<file path="config.mk">
export PLATFORM = sky130hd
export DESIGN_NAME = nco_phase_gen_flat
export DESIGN_NICKNAME = d
export VERILOG_FILES = /design/src/rtl/nco_phase_gen_pkg.sv /design/src/rtl/nco_phase_gen_if.sv /design/src/rtl/nco_phase_gen_tick.sv /design/src/rtl/nco_phase_gen.sv /design/src/flat_wrapper.sv
export SDC_FILE = /design/constraint.sdc
export NUM_CORES = 1
export LEC_CHECK = 0
export ABC_CLOCK_PERIOD_IN_PS = 6200
export CAP_MARGIN = 20
export CORE_ASPECT_RATIO = 1.1
export CORE_MARGIN = 1
export CORE_UTILIZATION = 45
export CTS_BUF_LIST = sky130_fd_sc_hd__clkbuf_8
export CTS_CLUSTER_SIZE = 30
export DETAILED_ROUTE_END_ITERATION = 10
export GPL_ROUTABILITY_DRIVEN = 0
export HOLD_SLACK_MARGIN = 0.08
export PLACE_DENSITY = 0.69
export SLEW_MARGIN = 20
export SYNTH_ARGS = -nofsm -noshare
export SYNTH_HDL_FRONTEND = slang
export SYNTH_SLANG_ARGS = --single-unit
</file>
<file path="constraint.sdc">
create_clock -name clk -period 6.2 [get_ports clk]
set_input_delay 0.62 -clock clk [delete_from_list [all_inputs] [get_ports clk]]
set_output_delay 0.62 -clock clk [all_outputs]
set_load 0.02 [all_outputs]
</file>
<file path="src/rtl/nco_phase_gen_pkg.sv">
// Shared audio-path constants and types for the NCO front end.
// Sample and LUT widths are fixed by the sine table contract.
package nco_phase_gen_pkg;

  localparam int SAMPLE_W     = 14;
  localparam int LUT_ADDR_W   = 8;
  localparam int PHASE_W_DEF  = 24;
  localparam int TICK_DIV_DEF = 1024;

  typedef enum logic {
    IDLE = 1'b0,
    RUN  = 1'b1
  } nco_state_e;

  typedef logic [SAMPLE_W-1:0] sample_t;

endpackage

</file>
<file path="src/rtl/nco_phase_gen_if.sv">
// Sample stream from the NCO to its downstream consumer.
// Plain valid/ready; data is a raw 14-bit two's-complement word.
interface nco_phase_gen_if;
  import nco_phase_gen_pkg::*;

  sample_t sample;
  logic    sample_valid;
  logic    sample_ready;

  modport master (
    output sample,
    output sample_valid,
    input  sample_ready
  );

  modport slave (
    input  sample,
    input  sample_valid,
    output sample_ready
  );

endinterface

</file>
<file path="src/rtl/nco_phase_gen_tick.sv">
// Sample-rate divider: counts 0..TICK_DIV-1 while running.
// Held at zero when idle or cleared; tick marks the last count.
module nco_tick_gen #(
  parameter int TICK_DIV = 1024
) (
  input  logic clk,
  input  logic rst_n,
  input  logic run,
  input  logic clr,
  output logic tick
);

  localparam int CNT_W = (TICK_DIV > 2) ? $clog2(TICK_DIV) : 1;
  localparam logic [CNT_W-1:0] LAST = CNT_W'(TICK_DIV - 1);

  logic [CNT_W-1:0] cnt;

  always_ff @(posedge clk or negedge rst_n) begin
    if (!rst_n) begin
      cnt <= '0;
    end else if (clr || !run) begin
      cnt <= '0;
    end else if (cnt == LAST) begin
      cnt <= '0;
    end else begin
      cnt <= cnt + CNT_W'(1);
    end
  end

  assign tick = run && (cnt == LAST);

endmodule

</file>
<file path="src/rtl/nco_phase_gen.sv">
// NCO front end: phase accumulator, LUT address, sample register
// and valid/ready output with sticky overrun reporting.
module nco_phase_gen
  import nco_phase_gen_pkg::*;
#(
  parameter int PHASE_W  = PHASE_W_DEF,
  parameter int TICK_DIV = TICK_DIV_DEF
) (
  input  logic                  clk,
  input  logic                  rst_n,
  input  logic                  enable,
  input  logic                  phase_clr,
  input  logic [PHASE_W-1:0]    fcw,
  input  logic                  fcw_load,
  output logic [LUT_ADDR_W-1:0] lut_addr,
  input  sample_t               lut_data,
  nco_phase_gen_if.master       sif,
  output logic                  overrun
);

  nco_state_e state;
  nco_state_e state_nxt;

  logic [PHASE_W-1:0] acc;
  logic [PHASE_W-1:0] fcw_shadow;
  logic [PHASE_W-1:0] fcw_active;
  sample_t            sample_q;
  logic               valid_q;
  logic               overrun_q;

  logic run;
  logic cnt_clr;
  logic tick;
  logic tick_eff;
  logic xfer;

  always_ff @(posedge clk or negedge rst_n) begin
    if (!rst_n) begin
      state <= IDLE;
    end else begin
      state <= state_nxt;
    end
  end

  always_comb begin
    state_nxt = state;
    unique case (state)
      IDLE: if (enable) state_nxt = RUN;
      RUN:  if (!enable) state_nxt = IDLE;
      default: state_nxt = IDLE;
    endcase
  end

  assign run = (state == RUN);
  // Leaving RUN zeroes the counter so IDLE always sees it at 0.
  assign cnt_clr = phase_clr || (run && !enable);

  nco_tick_gen #(
    .TICK_DIV(TICK_DIV)
  ) u_tick (
    .clk  (clk),
    .rst_n(rst_n),
    .run  (run),
    .clr  (cnt_clr),
    .tick (tick)
  );

  assign tick_eff = tick && !phase_clr;
  assign xfer = valid_q && sif.sample_ready;

  always_ff @(posedge clk or negedge rst_n) begin
    if (!rst_n) begin
      fcw_shadow <= '0;
    end else if (fcw_load) begin
      fcw_shadow <= fcw;
    end
  end

  always_ff @(posedge clk or negedge rst_n) begin
    if (!rst_n) begin
      acc        <= '0;
      fcw_active <= '0;
      overrun_q  <= 1'b0;
    end else if (phase_clr) begin
      acc        <= '0;
      fcw_active <= fcw_shadow;
      overrun_q  <= 1'b0;
    end else if (tick) begin
      acc        <= acc + fcw_active;
      fcw_active <= fcw_shadow;
      if (valid_q && !sif.sample_ready) begin
        overrun_q <= 1'b1;
      end
    end
  end

  // Sample is taken from the pre-increment address.
  always_ff @(posedge clk or negedge rst_n) begin
    if (!rst_n) begin
      sample_q <= '0;
      valid_q  <= 1'b0;
    end else if (tick_eff) begin
      sample_q <= lut_data;
      valid_q  <= 1'b1;
    end else if (xfer) begin
      valid_q  <= 1'b0;
    end
  end

  assign lut_addr         = acc[PHASE_W-1 -: LUT_ADDR_W];
  assign sif.sample       = sample_q;
  assign sif.sample_valid = valid_q;
  assign overrun          = overrun_q;

endmodule

</file>
<file path="src/flat_wrapper.sv">
// flat-port wrapper written by rule: the top's interface ports become plain ports
module nco_phase_gen_flat import nco_phase_gen_pkg::*;
#(
  parameter int PHASE_W  = PHASE_W_DEF,
  parameter int TICK_DIV = TICK_DIV_DEF
)
  (clk, rst_n, enable, phase_clr, fcw, fcw_load, lut_addr, lut_data, overrun, sif_sample, sif_sample_valid, sif_sample_ready);
  nco_phase_gen_if sif_i ();
  input  logic clk;
  input  logic rst_n;
  input  logic enable;
  input  logic phase_clr;
  input  logic [PHASE_W-1:0] fcw;
  input  logic fcw_load;
  output logic [LUT_ADDR_W-1:0] lut_addr;
  input  sample_t lut_data;
  output logic overrun;
  output wire logic [$bits(sif_i.sample)-1:0] sif_sample;
  output wire logic [$bits(sif_i.sample_valid)-1:0] sif_sample_valid;
  input wire logic [$bits(sif_i.sample_ready)-1:0] sif_sample_ready;
  assign sif_sample = sif_i.sample;
  assign sif_sample_valid = sif_i.sample_valid;
  assign sif_i.sample_ready = sif_sample_ready;
  nco_phase_gen #(.PHASE_W(PHASE_W), .TICK_DIV(TICK_DIV)) u_core (.clk(clk), .rst_n(rst_n), .enable(enable), .phase_clr(phase_clr), .fcw(fcw), .fcw_load(fcw_load), .lut_addr(lut_addr), .lut_data(lut_data), .sif(sif_i), .overrun(overrun));
endmodule
</file>
# --- Word-level counts from Yosys, hierarchy flattened ---
# Index checks and enable logic that the tools add are counted.
word_totals:
  register_bits: 99
  input_bits: 44
  output_inout_bits: 24
classes:
  addsub: 2
  eq_ne: 1
  muxes: 12
  reduce_logical: 15
op_table:
  columns: ["operator", "count"]
  rows:
  - ["two-way mux 24 bit", 4]
  - ["adder 24 bit", 1]
  - ["two-way mux 10 bit", 2]
  - ["adder 10 x 1 -> 10 bit, second input constant", 1]
  - ["equality test 10 bit, second input constant", 1]
  - ["two-way mux 1 bit", 6]
  - ["nonzero test 2 bit", 3]
  - ["logical AND 1 bit", 5]
  - ["zero test 1 bit", 4]
  - ["logical OR 1 bit", 2]
  - ["AND reduction 2 bit", 1]

# --- Depth between registers and ports, before layout ---
# Gate-level depths: netlist of run 1.
logic_depth:
  ltp_word: 5
  mapped_depth: 9

# --- Hierarchy ---
# From an unflattened synthesis of run 1, not the netlist that was laid out.
hier_totals:
  hier_cells: 488
  hier_area_um2: 5134.9
by_module_without_submodules:
  columns: ["mod", "n_inst", "cells_each", "area_per_inst_um2"]
  rows:
  - ["nco_phase_gen", 1, 439, 4654.5]
  - ["nco_tick_gen", 1, 49, 480.5]

# --- Worst setup path after synthesis of run 1 ---
# No wires, ideal clock.
synth_timing:
  kind: "reg2reg"
  from: "register u_core.fcw_active[0]"
  to: "register u_core.acc[20]"
  t_arrival_ns: 2.548
  t_required_ns: 6.079
  setup_slack_ns: 3.531
  stages_incl_launch_ff: 10
  path_buffers: 0
  synth_period_minus_slack_ns: 2.669
  path_cell_list: "dfrtp_1 ha_1 fa_1 a21o_1 a211o_1 a2111oi_4 o31a_1 o311ai_1 xor2_1 a22o_1"
synth_via:
  elab_chain_cells: 3
synth_rtl:
  columns: ["item", "line_no", "rtl"]
  rows:
  - ["start: declaration", "nco_phase_gen.sv:26", "logic [PHASE_W-1:0] fcw_active;"]
  - ["start signal: assignment", "nco_phase_gen.sv:86", "fcw_active <= fcw_shadow;"]
  - ["start signal: assignment", "nco_phase_gen.sv:90", "fcw_active <= fcw_shadow;"]
  - ["adder 24 bit", "nco_phase_gen.sv:89", "acc <= acc + fcw_active;"]
  - ["two-way mux 24 bit", "nco_phase_gen.sv:88", "end else if (tick) begin"]
  - ["two-way mux 24 bit", "nco_phase_gen.sv:84", "end else if (phase_clr) begin"]
  - ["end signal: assignment", "nco_phase_gen.sv:89", null]
  - ["end: declaration", "nco_phase_gen.sv:24", "logic [PHASE_W-1:0] acc;"]
# Every way passes these cells. The select of a mux whose other input is x is not followed.
# A chain may end at the register's enable or synchronous reset.

# --- Final worst setup path of run 1 ---
layout_timing:
  from: "register u_core.fcw_active[0]"
  to: "register u_core.acc[18]"
# Same word-level chain as after synthesis.

==> results.yml, run 1 <==
place:
  dp_slack_ps: 3050
  dp_hpwl_um: 7340
  portBuffers: 67
power_and_ir_drop:
  p_comb_share_pct: 16.0
  seq_power_share_pct: 56.0
  leakagePower_uw: 0.00265
  finalPower_uw: 1280
  switchingPower_uw: 343
  p_clk_share_pct: 28.1
  p_int_uw: 936
  p_per_area_mw_per_mm2: 213
  p_sw_share_pct: 26.8
  irDropWorstVdd_mv: 0.155
sta:
  worst_pin_slew_ps: 884
  period_minus_slack_ps: 2900
  skew_ps: 8.33
  drv_slew: 0
  period_share_pct: 46.8
  setup_viol: 0
  tns_ps: 0
  timing.final.ws_setup_ps: 3300
  hold_viol_final: 0
  max_freq_mhz: 345
  rsz0062_at_grt: "false"
  slew-limit-headroom_pct: 40.9
synth:
  async_flop_share_pct: 100
  synthCells: 445
  syn_area_mm2: 0.00512
  yosys.cell_types.count: 51
  synthTopCellsByArea: "dfrtp_1 48%, mux2_2 14%, ha_1 5.9%"
  yosysTopAreaCell: "dfrtp_1"
  syn_nets: 514
  synth-seq-area-share_pct: 48.4
  synth_flop_cell: "dfrtp_1"
  synth-edff-count: 0
  yosysTopAreaCellShare_pct: 48.4
  ys_ff_latch: 99
  yosysWarningCount: 0
  avgSynthCellArea_um2: 11.5
final_layout:
  nets: 565
  fillers: 994
  final_util_pct: 54.6
  drive_above_1_share_pct: 18.2
  syn_to_final_growth_pct: 17.3
  seq_area_mm2: 0.00248
  antenna_cells: 0
  multi_input_area_mm2: 0.00248
die:
  start_util_pct: 46.5
  io_pins: 68
  placement_rows: 40
  coreArea_mm2: 0.0110
  die_x_um: 104
  die_h_um: 114
  die-area_mm2: 0.0118
min_path:
  hp-class: "input pin to asynchronous set/reset pin"
detailed_routing:
  initialDrtViolationCount: 217
  wirelength_um: 10100
  drc: 0
  dr_wl_met3_um: 363
  vias_per_cell: 5.50
  met1Wirelength_um: 4590
  first_pass_iters: 5
  highest_layer: "met4"
  vias: 3563
  ant_nets: 0
  routedWlPerCell_um: 15.6
  dr_wl_met2_um: 4960
critical_path:
  reg2reg_from: "u_core.fcw_active[0]"
  cp-end-kind: "register"
  worstPathRequired_ps: 6480
  start_kind: "register"
  reg2reg_depth: 9
  arrival_ps: 3180
  path_buf_inv: 0
  r2r_slack_ps: 3300
  path_class: "register to register"
  cp_cell_sequence: "ha_1 > fa_1 > a21o_1 > a211o_1 > a2111oi_4 > o41ai_1 > a221oi_2 > xnor2_1 > a22o_1"
  cp_slowest_cell: "a2111oi_4"
  max_stage_delay_ps: 430
  worstReg2RegEnd: "u_core.acc[18]"
  critPathMaxFanout: 3
  cp_top_family: "compound AO/OA/AOI/OAI gates"
grt:
  grt_pass1_wl_um: 17100
  grt.total_usage_pct: 18.4
  grt_overflow: 0
  antenna_found_initial: 0
  first_global_vias: 3569
  grt_start_max_net_pins: 54
cts:
  cts_hold_buf: 0
  clk_pin_slew_ps: 90
  cts_inserted_buffers: 9
  htreeDepth: 3
  clockBufferDepth: 2
  clk_latency_ps: 380
  cts.sinks: 99
  cts_tree: "done"
  cts-root-buf: "clkbuf_8"
  cts_setup_buffers: 0
  cts_resized: 0
run_status:
  run_status: "finished clean"
flow_run:
  maxCapViolations: 0
-- worst max path at each step --
stage,slack (ps),depth (start not counted),endpoint,start
6_report,3300,9,u_core.acc[18],u_core.fcw_active[0]
5_1_grt,3170,9,u_core.acc[20],u_core.fcw_active[0]
4_1_cts,3310,9,u_core.acc[18],u_core.fcw_active[0]
3_5_place_dp,3050,3,u_core.sif.sample[13],phase_clr
3_3_place_gp,3070,3,u_core.sif.sample[7],phase_clr
2_1_floorplan,3530,9,u_core.acc[20],u_core.fcw_active[0]
-- sequential cells by signal, indices dropped and copies added (netlist names) --
| register | flops |
|---|---|
| u_core.u_tick.cnt | 10 |
| u_core.sif.sample | 14 |
| u_core.fcw_active | 24 |
| u_core.sif.sample_valid | 1 |
| u_core.acc | 24 |
| u_core.fcw_shadow | 24 |
| u_core.overrun | 1 |
| u_core.run | 1 |
-- area by class of cell --
type                       instances  area share, %
timing repair buffer              70           11.4
inverter                           5          0.312
tap                              147           3.06
clock buffer                       9           2.06
sequential                        99           41.2
clock inverter                     7          0.625
multi-input combinational        311           41.3
-- per-layer routing --
| metal | vias to the layer above | track usage [%] |
|---|---|---|
| met5 | - | 0 |
| met4 | 0 | 9.24 |
| met3 | 19 | 4.23 |
| met2 | 63 | 30.4 |
| met1 | 1754 | 22.7 |
| li1 | 1727 | - |
-- placed cells by master (no fill, tap or decap), types with 2 or more instances in the layout --
cell type,count
a211o_1,3
a211oi_1,7
a21o_1,10
a21oi_1,26
a22o_1,9
a31oi_1,5
a41oi_1,2
and2_1,2
and3_1,7
and3b_1,2
and4_1,9
buf_4,4
clkbuf_8,9
clkdlybuf4s50_1,65
clkinv_2,3
clkinvlp_4,2
dfrtp_1,99
ha_1,24
inv_1,7
mux2_2,63
nand2_1,27
nand3_1,10
nand4_1,5
nor2_1,24
nor2b_1,3
nor4b_1,2
o211ai_1,3
o21a_1,5
o21ai_0,11
o21bai_1,3
xnor2_1,15
xor2_1,12
-- metrics by stage --
step	instance area [um^2]	instances	hold WS (ps)
3_5_place_dp	5840	632	493
3_3_place_gp	5850	632	488
4_1_cts	6000	648	283
5_1_grt	6010	648	307
6_report	6010	648	266
2_1_floorplan	5120	445	324
-- kinds of logic (layout without fill, tap and decap cells) --
| logic type | after synthesis | after routing | share of synthesized area [%] |
|---|---|---|---|
| compound gates | 99 | 99 | 13.9 |
| fa+ha+maj | 25 | 25 | 6.25 |
| simple gates | 97 | 97 | 9.72 |
| buf+inv | 35 | 91 | 3.30 |
| xor+xnor | 27 | 27 | 4.62 |
| mux | 63 | 63 | 13.9 |
| flops | 99 | 99 | 48.4 |
-- power by group through the flow --
stage / logic, uW / clock network [uW] / registers, uW
final: 204 / 359 / 716
after global routing: 226 / 399 / 723
after CTS: 206 / 371 / 717
after detailed placement: 205 / 0 / 730
after global placement: 201 / 0 / 728
after floorplan: 127 / 0 / 725
-- cell usage after synthesis, types with 2 or more instances --
library cell	number
dfrtp_1	99
mux2_2	63
nand2_1	27
a21oi_1	26
nor2_1	25
ha_1	24
clkbuf_1	16
xnor2_1	15
xor2_1	12
o21ai_0	11
a21o_1	10
nand3_1	10
a22o_1	9
and4_1	9
buf_4	8
a211oi_1	7
and3_1	7
buf_2	6
a31oi_1	5
inv_1	5
nand4_1	5
o21a_1	5
a211o_1	3
nor2b_1	3
o211ai_1	3
o21bai_1	3
a41oi_1	2
and2_1	2
and3b_1	2
nor4b_1	2
(Power assumes the default switching activity.)
==> inputs of run 2 (changes only) <==
Settings changed: ABC_CLOCK_PERIOD_IN_PS 6200 to 2800.
Clock period 6.2 ns to 2.8 ns, I/O delays scaled along.
==> run 2 against run 1 <==
  * Final area rose by 3.6%
  * Total power grew 140%
  * Final cell count up 1.9%
  * Routed wire length rose by 3.0%
  * Non-clock buffer count is 12 higher
  * Clock power rose to 3.0 times the previous value
  * Highest routed layer unchanged
  * Worst setup slack worse by 3300 ps
  * Critical endpoint is now u_core.acc[20]
  * Sequential power up 120%
  * Die area stayed put
  * Flip-flop and latch count is the same
  * Global-route usage up 0.23 points
==> results.yml, run 2 (synthesis gave the netlist of run 1 again) <==
run_status:
  run_status: "finished clean"
detailed_routing:
  dr_wl_met2_um: 5080
  first_pass_iters: 4
  vias: 3607
  initialDrtViolationCount: 172
  drc: 0
  met1Wirelength_um: 4840
  vias_per_cell: 5.47
  wirelength_um: 10400
  routedWlPerCell_um: 15.8
  highest_layer: "met4"
  dr_wl_met3_um: 284
  ant_nets: 0
sta:
  worst_pin_slew_ps: 498
  hold_viol_final: 0
  drv_slew: 0
  max_freq_mhz: 360
  slew-limit-headroom_pct: 66.8
  timing.final.ws_setup_ps: 24.9
  skew_ps: 5.99
  period_minus_slack_ps: 2780
  tns_ps: 0
  period_share_pct: 99.1
  setup_viol: 0
  rsz0062_at_grt: "true"
power_and_ir_drop:
  irDropWorstVdd_mv: 0.406
  p_sw_share_pct: 24.6
  seq_power_share_pct: 51.0
  switchingPower_uw: 766
  p_int_uw: 2340
  p_per_area_mw_per_mm2: 500
  p_comb_share_pct: 15.1
  p_clk_share_pct: 34.0
  leakagePower_uw: 0.00276
  finalPower_uw: 3110
cts:
  cts-root-buf: "clkbuf_8"
  cts_inserted_buffers: 9
  clockBufferDepth: 2
  cts_tree: "done"
  clk_pin_slew_ps: 90
  cts.sinks: 99
  htreeDepth: 3
  clk_latency_ps: 370
place:
  portBuffers: 67
  dp_slack_ps: -71.3
  place_area_mm2: 0.00593
  dp_hpwl_um: 7560
critical_path:
  reg2reg_depth: 9
  path_class: "register to register"
  critPathMaxFanout: 3
  reg2reg_from: "u_core.fcw_active[0]"
  r2r_slack_ps: 20
  worstReg2RegEnd: "u_core.acc[20]"
  arrival_ps: 3050
  start_kind: "register"
  cp-end-kind: "register"
  worstPathRequired_ps: 3070
grt:
  grt_overflow: 0
  grt.total_usage_pct: 18.6
  grt_start_max_net_pins: 64
  first_global_vias: 3707
  antenna_found_initial: 0
  grt_pass1_wl_um: 17500
final_layout:
  largestRegisters: "u_core.acc x24, u_core.fcw_active x24, u_core.fcw_shadow x24"
  nets: 577
  syn_to_final_growth_pct: 21.5
  fillers: 972
  drive_above_1_share_pct: 21.1
  antenna_cells: 0
  final_cell_mix: "99 x dfrtp_1, 66 x clkdlybuf4s50_1, 63 x mux2_2, 27 x nand2_1, 25 x a21oi_1"
  final_util_pct: 56.5
  design_area_mm2: 0.00622
  final_common_cell: "dfrtp_1"
flow_run:
  maxCapViolations: 0
die:
  io_pins: 68
  die_h_um: 114
  placement_rows: 40
  die_x_um: 104
  coreArea_mm2: 0.0110
  start_util_pct: 46.5
  die-area_mm2: 0.0118
min_path:
  holdPathStages: 1
  worstHoldStart: "enable"
  hold_end: "u_core.run"
  hp-class: "input pin to register"
run 2: how the worst max path moves through the flow:
| stage | startpoint | end | depth (start not counted) |
|---|---|---|---|
| 2_1_floorplan | u_core.fcw_active[0] | u_core.acc[20] | 9 |
| 3_3_place_gp | u_core.fcw_active[0] | u_core.acc[20] | 9 |
| 3_5_place_dp | u_core.fcw_active[0] | u_core.acc[20] | 9 |
| 4_1_cts | u_core.fcw_active[0] | u_core.acc[20] | 9 |
| 5_1_grt | u_core.fcw_active[0] | u_core.acc[20] | 9 |
| 6_report | u_core.fcw_active[0] | u_core.acc[20] | 9 |
run 2: timing repair:
action                     in CTS  in global routing
hold buffers                    1                  0
setup endpoints to repair       2                  4
resized for setup               1                  6
setup buffers                   0                  2
pin swaps                       2                  6
hold endpoints to repair       36                  0
cloned                          0                  0
run 2: worst max-delay path, stage by stage (launching register included):
cell       delay (ps)
dfrtp_1           400
ha_2              190
fa_2              360
a21o_1            180
a211o_1           300
a2111oi_4         460
o31a_1            290
o311ai_2          120
xor2_1            170
a22o_1            210
run 2: final cells by class:
cell class                 instances  area [um^2]  area share, %
inverter                           5         18.8          0.302
sequential                        99         2480           39.8
clock buffer                      12          165           2.65
clock inverter                     4         72.6           1.17
tap                              147          184           2.96
timing repair buffer              82          796           12.8
multi-input combinational        311         2510           40.3
run 2: metal layers:
metal,vias up,track usage [%]
met3,17,3.49
met2,48,31.2
met1,1798,23.6
li1,1744,-
met4,0,8.29
met5,-,0
run 2: metrics by stage:
stage                     hold slack, ps  cells
after floorplan                    -15.6    445
after detailed placement             280    641
after global routing                 382    660
final                                390    660
after global placement               277    641
after CTS                            382    658
run 2: power groups by stage:
stage	registers [uW]	clock network [uW]	logic, uW
2_1_floorplan	1610	0	282
3_3_place_gp	1610	0	451
3_5_place_dp	1620	0	462
4_1_cts	1590	1090	467
5_1_grt	1600	1140	513
6_report	1590	1060	468
